--- src/rtl/perf_report_pkg.sv ---
// Shared types and constants for the performance-counter report transmitter.
package perf_report_pkg;

  typedef enum logic [2:0] {
    IDLE,
    HDR,
    SEQ,
    PAY,
    CSUM
  } state_e;

  localparam int         PAY_BYTES      = 16;
  localparam int         WORDS          = 4;
  localparam logic [7:0] DEFAULT_HEADER = 8'hA5;

endpackage

--- src/rtl/perf_report_tx_if.sv ---
// Byte-stream valid/ready link from the report transmitter to its sink.
interface perf_report_tx_if;

  logic [7:0] tx_data;
  logic       tx_valid;
  logic       tx_ready;

  modport master (
    output tx_data,
    output tx_valid,
    input  tx_ready
  );

  modport slave (
    input  tx_data,
    input  tx_valid,
    output tx_ready
  );

endinterface

--- src/rtl/perf_byte_sel.sv ---
// Picks payload byte idx (0 = MSB of first word) out of the packed counter snapshot.
module perf_byte_sel
  import perf_report_pkg::*;
(
  input  logic [WORDS*32-1:0] snap,
  input  logic [3:0]          idx,
  output logic [7:0]          sel_byte
);

  logic [WORDS*32-1:0] shifted;

  always_comb begin
    shifted  = snap << {idx, 3'b000};
    sel_byte = shifted[WORDS*32-1 -: 8];
  end

endmodule

--- src/rtl/perf_report_tx.sv ---
// Snapshots the performance counters on a trigger and sends them as a framed,
// XOR-checksummed byte stream. Define PERF_REPORT_SEQ_EN to add a frame sequence byte.
module perf_report_tx
  import perf_report_pkg::*;
#(
  parameter logic [7:0] HEADER       = DEFAULT_HEADER,
  parameter bit         AUTO_ON_DONE = 1'b1
) (
  input  logic                    clock,
  input  logic                    reset,
  input  logic                    done,
  input  logic                    report_req,
  input  logic [31:0]             num_inst,
  input  logic [31:0]             num_noops,
  input  logic [31:0]             num_mispredicts,
  input  logic [31:0]             result,
  perf_report_tx_if.master        tx,
  output logic                    busy,
  output logic                    overrun
);

  state_e              state;
  logic [3:0]          idx;
  logic [WORDS*32-1:0] snap_p0;
  logic [7:0]          csum;
  logic                pending;
  logic                done_q;
  logic [7:0]          byte_p1;
  logic                vld_p1;
`ifdef PERF_REPORT_SEQ_EN
  logic [7:0]          seq_p0;
`endif

  logic                trig;
  logic                accept;
  logic                last_accept;
  logic [3:0]          sel_idx;
  logic [7:0]          sel_byte;
  logic [WORDS*32-1:0] snap_in;

  function automatic logic [7:0] csum_acc(input logic [7:0] c, input logic [7:0] b);
    return c ^ b;
  endfunction

  assign trig        = report_req | ((AUTO_ON_DONE != 1'b0) & done & ~done_q);
  assign accept      = vld_p1 & tx.tx_ready;
  assign last_accept = (state == CSUM) & accept;
  assign snap_in     = {num_inst, num_noops, num_mispredicts, result};

  // Stage p0 -> p1: the byte following the one now on the bus
  assign sel_idx = (state == PAY) ? idx + 4'd1 : 4'd0;

  perf_byte_sel u_byte_sel (
    .snap     (snap_p0),
    .idx      (sel_idx),
    .sel_byte (sel_byte)
  );

  assign tx.tx_data  = byte_p1;
  assign tx.tx_valid = vld_p1;

  always_ff @(posedge clock or negedge reset) begin
    if (!reset) begin
      state   <= IDLE;
      idx     <= 4'd0;
      snap_p0 <= '0;
      csum    <= 8'd0;
      pending <= 1'b0;
      overrun <= 1'b0;
      done_q  <= 1'b0;
      byte_p1 <= 8'd0;
      vld_p1  <= 1'b0;
      busy    <= 1'b0;
`ifdef PERF_REPORT_SEQ_EN
      seq_p0  <= 8'd0;
`endif
    end else begin
      done_q <= done;

      // A trigger landing on the final accept queues behind the pending one, if any
      if (state != IDLE) begin
        if (last_accept) begin
          pending <= pending & trig;
        end else if (trig) begin
          if (pending) overrun <= 1'b1;
          pending <= 1'b1;
        end
      end

      case (state)
        IDLE: begin
          if (trig) begin
            snap_p0 <= snap_in;
            csum    <= 8'd0;
            idx     <= 4'd0;
            state   <= HDR;
            byte_p1 <= HEADER;
            vld_p1  <= 1'b1;
            busy    <= 1'b1;
          end
        end
        HDR: begin
          if (accept) begin
            idx <= 4'd0;
`ifdef PERF_REPORT_SEQ_EN
            state   <= SEQ;
            byte_p1 <= seq_p0;
`else
            state   <= PAY;
            byte_p1 <= sel_byte;
`endif
          end
        end
`ifdef PERF_REPORT_SEQ_EN
        SEQ: begin
          if (accept) begin
            csum    <= csum_acc(csum, byte_p1);
            idx     <= 4'd0;
            state   <= PAY;
            byte_p1 <= sel_byte;
          end
        end
`endif
        PAY: begin
          if (accept) begin
            csum <= csum_acc(csum, byte_p1);
            if (idx == 4'(PAY_BYTES - 1)) begin
              state   <= CSUM;
              byte_p1 <= csum_acc(csum, byte_p1);
            end else begin
              idx     <= idx + 4'd1;
              byte_p1 <= sel_byte;
            end
          end
        end
        CSUM: begin
          if (accept) begin
`ifdef PERF_REPORT_SEQ_EN
            seq_p0 <= seq_p0 + 8'd1;
`endif
            if (pending | trig) begin
              snap_p0 <= snap_in;
              csum    <= 8'd0;
              idx     <= 4'd0;
              state   <= HDR;
              byte_p1 <= HEADER;
            end else begin
              state   <= IDLE;
              byte_p1 <= 8'd0;
              vld_p1  <= 1'b0;
              busy    <= 1'b0;
            end
          end
        end
        default: begin
          state  <= IDLE;
          vld_p1 <= 1'b0;
          busy   <= 1'b0;
        end
      endcase
    end
  end

endmodule

--- src/flat_wrapper.sv ---
// flat-port wrapper written by rule: the top's interface ports become plain ports
module perf_report_tx_flat import perf_report_pkg::*;
#(
  parameter logic [7:0] HEADER       = DEFAULT_HEADER,
  parameter bit         AUTO_ON_DONE = 1'b1
)
  (clock, reset, done, report_req, num_inst, num_noops, num_mispredicts, result, busy, overrun, tx_tx_data, tx_tx_valid, tx_tx_ready);
  perf_report_tx_if tx_i ();
  input  logic clock;
  input  logic reset;
  input  logic done;
  input  logic report_req;
  input  logic [31:0] num_inst;
  input  logic [31:0] num_noops;
  input  logic [31:0] num_mispredicts;
  input  logic [31:0] result;
  output logic busy;
  output logic overrun;
  output wire logic [$bits(tx_i.tx_data)-1:0] tx_tx_data;
  output wire logic [$bits(tx_i.tx_valid)-1:0] tx_tx_valid;
  input wire logic [$bits(tx_i.tx_ready)-1:0] tx_tx_ready;
  assign tx_tx_data = tx_i.tx_data;
  assign tx_tx_valid = tx_i.tx_valid;
  assign tx_i.tx_ready = tx_tx_ready;
  perf_report_tx #(.HEADER(HEADER), .AUTO_ON_DONE(AUTO_ON_DONE)) u_core (.clock(clock), .reset(reset), .done(done), .report_req(report_req), .num_inst(num_inst), .num_noops(num_noops), .num_mispredicts(num_mispredicts), .result(result), .tx(tx_i), .busy(busy), .overrun(overrun));
endmodule
--- config.mk ---
export PLATFORM = sky130hd
export DESIGN_NAME = perf_report_tx_flat
export DESIGN_NICKNAME = d
export VERILOG_FILES = /design/src/rtl/perf_report_pkg.sv /design/src/rtl/perf_report_tx_if.sv /design/src/rtl/perf_byte_sel.sv /design/src/rtl/perf_report_tx.sv /design/src/flat_wrapper.sv
export SDC_FILE = /design/constraint.sdc
export NUM_CORES = 1
export LEC_CHECK = 0
export CAP_MARGIN = 20
export CORE_MARGIN = 2
export CORE_UTILIZATION = 50
export CTS_CLUSTER_SIZE = 30
export DETAILED_ROUTE_END_ITERATION = 8
export DONT_BUFFER_PORTS = 1
export GPL_TIMING_DRIVEN = 0
export PLACE_DENSITY_LB_ADDON = 0.15
export SLEW_MARGIN = 10
export SYNTH_ARGS = -nofsm -noshare
export SYNTH_HDL_FRONTEND = slang
export SYNTH_SLANG_ARGS = --single-unit
export TNS_END_PERCENT = 100
--- constraint.sdc ---
create_clock -name clock -period 2.9 [get_ports clock]
set_input_delay 0.29 -clock clock [delete_from_list [all_inputs] [get_ports clock]]
set_output_delay 0.29 -clock clock [all_outputs]
set_load 0.005 [all_outputs]
==> metrics.cfg, run 1 <==
[run_status]
status=complete, but fails checks
violations=negative hold slack

[routing]
postRouteWirelength_um=21800
final_antenna_net_count=0
wl_per_cell_um=24.6
route.detailed.drc=0
firstDrtPassIters=5
drtIter0Drc=526
vias_per_cell=6.20
vias=5497

[final_layout]
stdcell_area_um2=8690
syn_to_final_growth_pct=13.8
final_util_pct=57.8
fin_cells=886
drive_gt1_share_pct=32.5
nets=816

[timing]
finalHoldViolCount=155
fin_crit_ps=2710
finalSetupTns_ps=0
slew_violations=0
worst_slew_pin_slew_ps=988
fmax_mhz=369
finalCritPeriodShare_pct=93.5
hold_slack_ps=-440
setup_ws_ps=189
rsz0062_at_grt=no
fin_skew_ps=7.98
slew_headroom_pct=33.7
setup_viol_count_final=0

[worst_setup_path]
end_kind=register
path_depth=7
worst-path-buf-inv=1
crit_chain=ha_2 -> nand4b_1 -> buf_2 -> mux2i_1 -> a211oi_1 -> a211oi_1 -> o31ai_1
worst_r2r_endpoint=u_core.tx.tx_data[6]
cp_slowest_stage_delay_ps=460
cp_max_fo=10
r2r_slack_ps=190
r2r_start=u_core.idx[0]
crit_family=compound AO/OA/AOI/OAI gates
cpMostUsedCell=a211oi_1
worstSetupStartpoint=u_core.idx[0]
r2r_cells=7
crit_slowest_cell=ha_2
worstSetupEndpoint=u_core.tx.tx_data[6]
path_class=register to register
cp.arrival_ps=3000
crit_required_ps=3190
startpoint_type=register

[yosys]
synth_edf_count=0
synth_area_leaders=dfrtp_1 51%, mux2_2 20%, mux2i_1 2.6%
synthDominantCellAreaShare_pct=50.8
yosysMostFrequentCell=dfrtp_1
async_flop_share_pct=100
syn_area_um2=7630
synth_nets=775
ys_ff_latch=155
synth_common_cells=155 x dfrtp_1, 136 x mux2_2, 42 x nand2_1
yosysSeqAreaShare_pct=50.8
synth_cell_type_count=70
syn_inst=641
syn_area_per_cell_um2=11.9
ys.flop_type=dfrtp_1
synth_warnings=0
yosys.area.top_type=dfrtp_1

[clock_network]
cts.clk_slew.worst_paths_ps=60
clkSinkCount=155
htreeDepth=4
cts-root-buf=clkbuf_16
clk-insertion-delay-late_ps=430
cts_tree=built
cts_buffers=17
clock_path_buffers=2

[grt]
grt_use_total_pct=27.3
grt_max_degree=156
overflow=0
antenna_found_initial=3
grt_pass1_wl_um=32800
grt_pass1_vias=5668

[floorplanning]
die_h_um=128
rows=45
die_width_um=128
die_area_um2=16300
fp.coreArea_um2=15000
start_util_pct=50.8
io_pins=144

[min_path]
min_path_type=primary input to async pin

[power]
leakage_nw=3.78
peakVddDrop_uv=550
power_density_nw_per_um2=1240

[placement]
dpl_cell_area_um2=7870
place_ws_ps=-19.9
place_inst=830
hpwl_um=15900
port_buffers=0
gp_congestion=0.918

[job]
cap_violations=0

-- worst register-to-register path, cell delays in order (launching register included) --
cell and delay, ps:
dfrtp_1 450, ha_2 460, nand4b_1 320, buf_2 330, mux2i_1 160, a211oi_1 400, a211oi_1 100, o31ai_1 350
-- layer usage --
metal	routed length [um]	share of wire, %	track usage (%)	up-vias
met3	1840	8.4	9.92	37
met2	10600	48	43.9	227
li1	-	-	-	2448
met5	8	0.037	0	-
met1	8940	41	34.1	2783
met4	490	2.2	9.76	2
-- cells in the final DEF (no fill, tap or decap), drive strengths merged, types with 4 or more instances in the layout --
cell and n:
dfrtp 155, mux2 138, nand2 44, o21ai 42, buf 37, a21oi 33, nor2 27, clkbuf 27
dlygate4sd3 22, mux2i 21, o22ai 10, inv 10, nand3 9, a211oi 8, and2 7, a221oi 7
a2111oi 7, nor2b 6, nor4 6, nor3 5, xor2 5, o21a 5, and3 4, o31ai 4
a2bb2oi 4
-- how the worst min path moves through the flow --
| stage | endpoint | slack, ps |
|---|---|---|
| finish | u_core.pending | -440 |
| global route | u_core.state[1] | -460 |
| CTS | u_core.snap_p0[71] | -450 |
| detailed placement | u_core.pending | 0.8 |
| global placement | u_core.overrun | 2 |
| floorplan | u_core.csum[0] | -6 |
-- area by class of cell --
cell class,instances,area (um2)
Clock buffer,22,484
Multi-Input combinational cell,438,3490
Antenna cell,3,7.51
Buffer,41,240
Clock inverter,10,105
Tap cell,188,235
Timing Repair Buffer,23,224
Fill cell,1252,6350
Inverter,6,22.5
Sequential cell,155,3880
-- logic make-up after synthesis --
| kind of cell | count (synthesis) | share of synthesized area, % |
|---|---|---|
| xor+xnor | 7 | 0.902 |
| simple gates | 126 | 8.85 |
| mux | 159 | 23.2 |
| compound gates | 145 | 12.6 |
| flops | 155 | 50.8 |
| fa+ha+maj | 1 | 0.164 |
| buf+inv | 48 | 3.48 |
-- through the flow --
| step | power (mW) | hold slack [ps] |
|---|---|---|
| 3_3_place_gp | 8.30 | 1.73 |
| 4_1_cts | 10.7 | -454 |
| 5_1_grt | 11.3 | -456 |
| 3_5_place_dp | 8.45 | 0.791 |
| 6_report | 10.8 | -440 |
| 2_1_floorplan | 6.97 | -5.59 |
-- what timing repair did --
| action | CTS | global route |
|---|---|---|
| buffers inserted | 0 | 0 |
| resized for setup | 1 | 1 |
| hold endpoints to repair | 165 | 167 |
| hold buffers | 10 | 12 |
| endpoints found under the setup margin | 1 | 3 |
| gates cloned | 0 | 0 |
-- flip-flops by register name (all words and copies together), names as in the netlist --
signal / cells
u_core.snap_p0: 128
u_core.csum: 8
u_core.tx.tx_data: 8
u_core.idx: 4
u_core.state: 3
u_core.done_q: 1
u_core.overrun: 1
u_core.pending: 1
u_core.tx.tx_valid: 1
-- power by group --
part,switching (mW),internal (mW),leakage [nW],total (mW)
Combinational,2.62,2.04,1.58,4.67
Sequential,0.718,3.19,1.92,3.91
Clock,0.921,1.29,0.280,2.21
Total,4.26,6.52,3.78,10.8
(Power assumes the default switching activity.)
==> inputs of run 2 (changes only) <==
- BUFFER_PORTS_ARGS: unset -> -buffer_cell sky130_fd_sc_hd__buf_2
- CAP_MARGIN: 20 -> unset
- DONT_BUFFER_PORTS: 1 -> unset
==> run 2 against run 1 <==
  * The run now ends clean
  * Combinational power grew 4%
  * Global-route usage grew 0.68 points
  * Fmax shrank 2.1%
  * Wire length up 1.4%
  * Critical path type unchanged
  * Critical endpoint is now u_core.tx.tx_data[2]
  * Largest cell class unchanged
  * Largest power group unchanged
==> metrics.cfg, run 2 (same netlist as run 1, synthesis figures left out) <==
[grt]
grt_pass1_wl_um=34000  ; +3.5%
antenna_found_initial=0  ; -3
grt_pass1_vias=6142  ; +8.4%
grt_use_total_pct=28.0  ; +0.68 points
overflow=0  ; unchanged
grt_max_degree=81  ; -48%

[timing]
setup_viol_count_final=0  ; unchanged
fmax_mhz=361  ; -2.1%
setup_ws_ps=131  ; -58.1 ps
slew_headroom_pct=34.4  ; +0.76 points
finalHoldViolCount=0  ; -100%
finalCritPeriodShare_pct=95.5  ; +2.0 points
fin_crit_ps=2770  ; +58.1 ps
fin_skew_ps=8.86  ; +0.880 ps
rsz0062_at_grt=no
slew_violations=0  ; unchanged
worst_slew_pin_slew_ps=977  ; -11.3 ps
hold_slack_ps=87.2  ; +528 ps

[min_path]
min_path_type=primary input to register

[clock_network]
htreeDepth=4  ; unchanged
cts-root-buf=clkbuf_16
cts_setup_buffers=0  ; unchanged
cts.clk_slew.worst_paths_ps=70  ; about the same
cts_buffers=17  ; unchanged
clock_path_buffers=2  ; unchanged
clk-insertion-delay-late_ps=430  ; about the same
clkSinkCount=155  ; unchanged
cts_tree=built

[worst_setup_path]
path_class=register to register
crit_family=simple AND/OR/NAND/NOR gates
worst-path-buf-inv=1  ; unchanged
cp.arrival_ps=3110  ; +110 ps
startpoint_type=register
end_kind=register
crit_chain=ha_1 -> xor2_1 -> nand2_1 -> buf_2 -> nor4_1 -> a2111oi_1 -> a31oi_1
cp_max_fo=10  ; unchanged
crit_slowest_cell=nor4_1
cp_slowest_stage_delay_ps=850  ; +390 ps
crit_required_ps=3250  ; +60 ps

[run_status]
status=finished clean

[routing]
wl_per_cell_um=22.0  ; -11%
vias_per_cell=5.89  ; -5.1%
final_antenna_net_count=0  ; unchanged
drtIter0Drc=437  ; -17%
firstDrtPassIters=5  ; unchanged
route.detailed.drc=0  ; unchanged
vias=5925  ; +7.8%
postRouteWirelength_um=22100  ; +1.4%

[final_layout]
mostFrequentLayoutCells=168 x buf_2, 155 x dfrtp_1, 136 x mux2_2
fill_cells=1223  ; -2.3%
syn_to_final_growth_pct=21.3
regMostFlops=u_core.snap_p0
drive_gt1_share_pct=45.5  ; +13 points
final_common_cell=buf_2
antennaDiodeCount=0  ; -3
nets=939  ; +15%
multi_input_area_um2=3500  ; +0.29%
register_area_um2=3880  ; unchanged
largest_reg_flops=128  ; unchanged

[placement]
place_ws_ps=-347  ; -327 ps
port_buffers=143  ; +143
hpwl_um=16400  ; +3.2%
gp_congestion=0.914  ; -0.46%

[floorplanning]
fp.coreArea_um2=15000  ; unchanged
die_h_um=128  ; unchanged
rows=45  ; unchanged
die_width_um=128  ; unchanged
start_util_pct=50.8  ; unchanged
io_pins=144  ; unchanged
die_area_um2=16300  ; unchanged

[job]
cap_violations=0  ; unchanged

[power]
peakVddDrop_uv=612  ; +11%
power_density_nw_per_um2=1190  ; -3.8%
power_mw=11.0  ; +2.5%
leakage_nw=4.30  ; +14%

[run 2: cell type report]
| type | instances | share of cell area (%) |
|---|---|---|
| Timing Repair Buffer | 146 | 8.35 |
| Inverter | 6 | 0.243 |
| Buffer | 41 | 2.59 |
| Clock inverter | 13 | 1.68 |
| Sequential cell | 155 | 41.9 |
| Clock buffer | 19 | 4.89 |
| Multi-Input combinational cell | 438 | 37.8 |
| Tap cell | 188 | 2.54 |
[run 2: final timing paths]
kind / start / endpoint / slack (ps) / cells after the start
min: num_noops[4] / u_core.snap_p0[68] / 90 / 2
min reg2reg: u_core.overrun / u_core.overrun / 470 / 1
max reg2reg: u_core.idx[0] / u_core.tx.tx_data[2] / 130 / 7
max: u_core.idx[0] / u_core.tx.tx_data[2] / 130 / 7
max in group asynchronous: reset / u_core.snap_p0[91] / 1690 / 3
min in group asynchronous: reset / u_core.overrun / 410 / 2
[run 2: per-stage QoR]
step,util [%],area (um2),setup TNS (ps),instances
finish,61.6,9260,0,1006
global route,61.6,9260,0,1006
CTS,61.6,9260,0,1007
detailed placement,57.3,8620,-347,973
global placement,57.1,8580,-102720,972
floorplan,-,7630,0,641
[run 2: report_power, final]
group	leakage (nW)	internal [mW]	switching (mW)
Clock	0.298	1.34	0.951
Combinational	2.08	2.13	2.73
Sequential	1.92	3.19	0.711
[run 2: timing repair]
action,4_1_cts,5_1_grt
hold buffers,2,0
endpoints found under the setup margin,1,4
gates resized for setup,3,1
endpoints found under the hold margin,76,0
[run 2: routing by layer]
layer / vias up / share of wire (%) / wire, um / track usage, %
li1: 2700 / - / - / -
met1: 2972 / 43 / 9430 / 36.6
met2: 213 / 47 / 10500 / 44.7
met3: 40 / 7.0 / 1550 / 7.91
met4: 0 / 2.9 / 639 / 10.1
met5: - / 0 / 0 / 0
==> inputs of run 3 (changes only) <==
- CTS_BUF_LIST: unset -> sky130_fd_sc_hd__clkbuf_4 sky130_fd_sc_hd__clkbuf_8
==> run 3 against run 2 <==
  * Worst setup slack better by 34 ps
  * Register-to-register slack better by 30 ps
  * Final cell count stayed put
  * Clock-buffer cell count did not move
  * Die area unchanged
  * Sequential share of layout area grew 0.88 points
  * Fmax rose by 1.2%
  * Sequential cell count stayed put
  * Wire length is 0.38% lower
  * Non-clock buffer count did not move
==> metrics.cfg, run 3 (same netlist as run 1, synthesis figures left out) <==
[timing]
fmax_mhz=366  ; +1.2%
setup_viol_count_final=0  ; unchanged
worst_slew_pin_slew_ps=996  ; +19.2 ps
fin_skew_ps=14.3  ; +5.40 ps
rsz0062_at_grt=no
fin_crit_ps=2740  ; -33.6 ps
finalHoldViolCount=0  ; unchanged
slew_violations=0  ; unchanged
finalCritPeriodShare_pct=94.3  ; -1.2 points
slew_headroom_pct=33.1  ; -1.3 points
finalSetupTns_ps=0  ; unchanged

[power]
pwr-share-clk_pct=16.4  ; -4.3 points
swShare_pct=41.2  ; +1.5 points
p_sw_mw=4.31  ; -1.9%
power_mw=10.5  ; -5.4%
leakage_nw=4.21  ; -2.0%
seq_power_share_pct=37.2  ; +1.9 points
power_density_nw_per_um2=1150  ; -3.4%
peakVddDrop_uv=613  ; +0.21%
p_int_mw=6.14  ; -7.7%
pwr-share-comb_pct=46.4  ; +2.4 points

[worst_setup_path]
r2r_cells=7  ; unchanged
crit_slowest_cell=nor4_1
path_class=register to register
crit_family=simple AND/OR/NAND/NOR gates
cp_slowest_stage_delay_ps=830  ; -20 ps
crit_chain=ha_1 -> xor2_1 -> nand2_1 -> buf_2 -> nor4_1 -> a2111oi_1 -> a31oi_1
worst_r2r_endpoint=u_core.tx.tx_data[2]
crit_required_ps=3280  ; +30 ps
startpoint_type=register
r2r_slack_ps=160  ; +30 ps
worst-path-buf-inv=1  ; unchanged
cp_max_fo=10  ; unchanged
end_kind=register
cp.arrival_ps=3120  ; about the same
r2r_start=u_core.idx[0]

[placement]
hpwl_um=16400  ; unchanged
port_buffers=143  ; unchanged
gp_congestion=0.914  ; unchanged
place_inst=973  ; unchanged

[routing]
postRouteWirelength_um=22100  ; -0.38%
final_antenna_net_count=0  ; unchanged
firstDrtPassIters=8  ; +3
drtIter0Drc=428  ; -2.1%
vias=5953  ; +0.47%
route.detailed.drc=0  ; unchanged
wl_per_cell_um=21.9  ; -0.38%
vias_per_cell=5.92  ; +0.47%

[final_layout]
fin_cells=1006  ; unchanged
drive_gt1_share_pct=45.5  ; unchanged
regMostFlops=u_core.snap_p0
nets=939  ; unchanged
antennaDiodeCount=0  ; unchanged
final_common_cell=buf_2
largest_reg_flops=128  ; unchanged
mostFrequentLayoutCells=168 x buf_2, 155 x dfrtp_1, 136 x mux2_2
syn_to_final_growth_pct=18.8

[min_path]
min_from=num_inst[30]
min_to=u_core.snap_p0[126]
min_path_type=primary input to register
whs_path_depth=2  ; unchanged

[floorplanning]
io_pins=144  ; unchanged
start_util_pct=50.8  ; unchanged
fp.coreArea_um2=15000  ; unchanged
die_h_um=128  ; unchanged
die_width_um=128  ; unchanged
rows=45  ; unchanged
die_area_um2=16300  ; unchanged

[run_status]
status=finished clean

[grt]
grt_use_total_pct=27.8  ; -0.14 points
grt_max_degree=81  ; unchanged
grt_pass1_vias=6125  ; -0.28%
overflow=0  ; unchanged
antenna_found_initial=0  ; unchanged
grt_pass1_wl_um=33800  ; -0.51%

[clock_network]
clk-insertion-delay-late_ps=460  ; +30 ps
htreeDepth=4  ; unchanged
cts.clk_slew.worst_paths_ps=100  ; +30 ps
clkSinkCount=155  ; unchanged
cts_tree=built
cts_buffers=17  ; unchanged
cts_setup_buffers=0  ; unchanged
clock_path_buffers=2  ; unchanged
cts-root-buf=clkbuf_8

[job]
cap_violations=0  ; unchanged

-- run 3: changes by cell type in the layout (fill, tap and decap cells not counted) --
cell       change
clkbuf_16     -17
clkbuf_8      +17
-- run 3: worst register-to-register path: stages, from the launching register on --
cell       delay, ps
dfrtp_1          460
ha_1             250
xor2_1           350
nand2_1          180
buf_2            250
nor4_1           830
a2111oi_1        110
a31oi_1          220
-- run 3: routing by layer --
metal	GRT usage, %	vias up	wire (um)
met5	0	-	0
met4	11.1	0	686
met3	7.66	45	1670
met2	44.8	240	10400
met1	35.9	2975	9260
li1	-	2693	-
-- run 3: worst max-delay path by stage --
stage,start,to,depth (start not counted)
floorplan,u_core.idx[0],u_core.tx.tx_data[0],7
finish,u_core.idx[0],u_core.tx.tx_data[2],7
detailed placement,u_core.idx[0],u_core.tx.tx_data[5],7
global route,u_core.idx[0],u_core.tx.tx_data[6],7
CTS,u_core.idx[0],u_core.tx.tx_data[6],8
global placement,reset,u_core.snap_p0[40],1
-- run 3: power by group through the flow --
| stage | Combinational [mW] | Clock [mW] | Sequential [mW] |
|---|---|---|---|
| 6_report | 4.85 | 1.71 | 3.89 |
| 3_3_place_gp | 4.66 | 0 | 3.84 |
| 5_1_grt | 5.21 | 1.83 | 4.01 |
| 4_1_cts | 4.79 | 1.74 | 3.86 |
| 2_1_floorplan | 3.32 | 0 | 3.65 |
| 3_5_place_dp | 4.75 | 0 | 3.90 |
-- run 3: area by class of cell --
type	count	area [um2]
buffer	41	240
inverter	6	22.5
sequential	155	3880
timing repair buffer	146	773
tap	188	235
fill	1243	5970
clock buffer	19	262
clock inverter	13	155
multi-input combinational	438	3500
-- run 3: per-stage QoR --
step | setup WS, ps | hold WS, ps | cell area (um2) | utilization [%]
final | 165 | 45.2 | 9070 | 60.3
after global routing | 37.5 | 31.9 | 9070 | 60.3
after CTS | 66.9 | 30.9 | 9060 | 60.3
after detailed placement | -347 | 303 | 8620 | 57.3
after global placement | -668 | 413 | 8580 | 57.1
after floorplan | 850 | -5.59 | 7630 | -
-- run 3: timing repair --
action	in CTS	in global routing
resized for setup	3	1
endpoints found under the setup margin	1	5
endpoints found under the hold margin	76	0
hold buffers	2	0
cloned	0	0
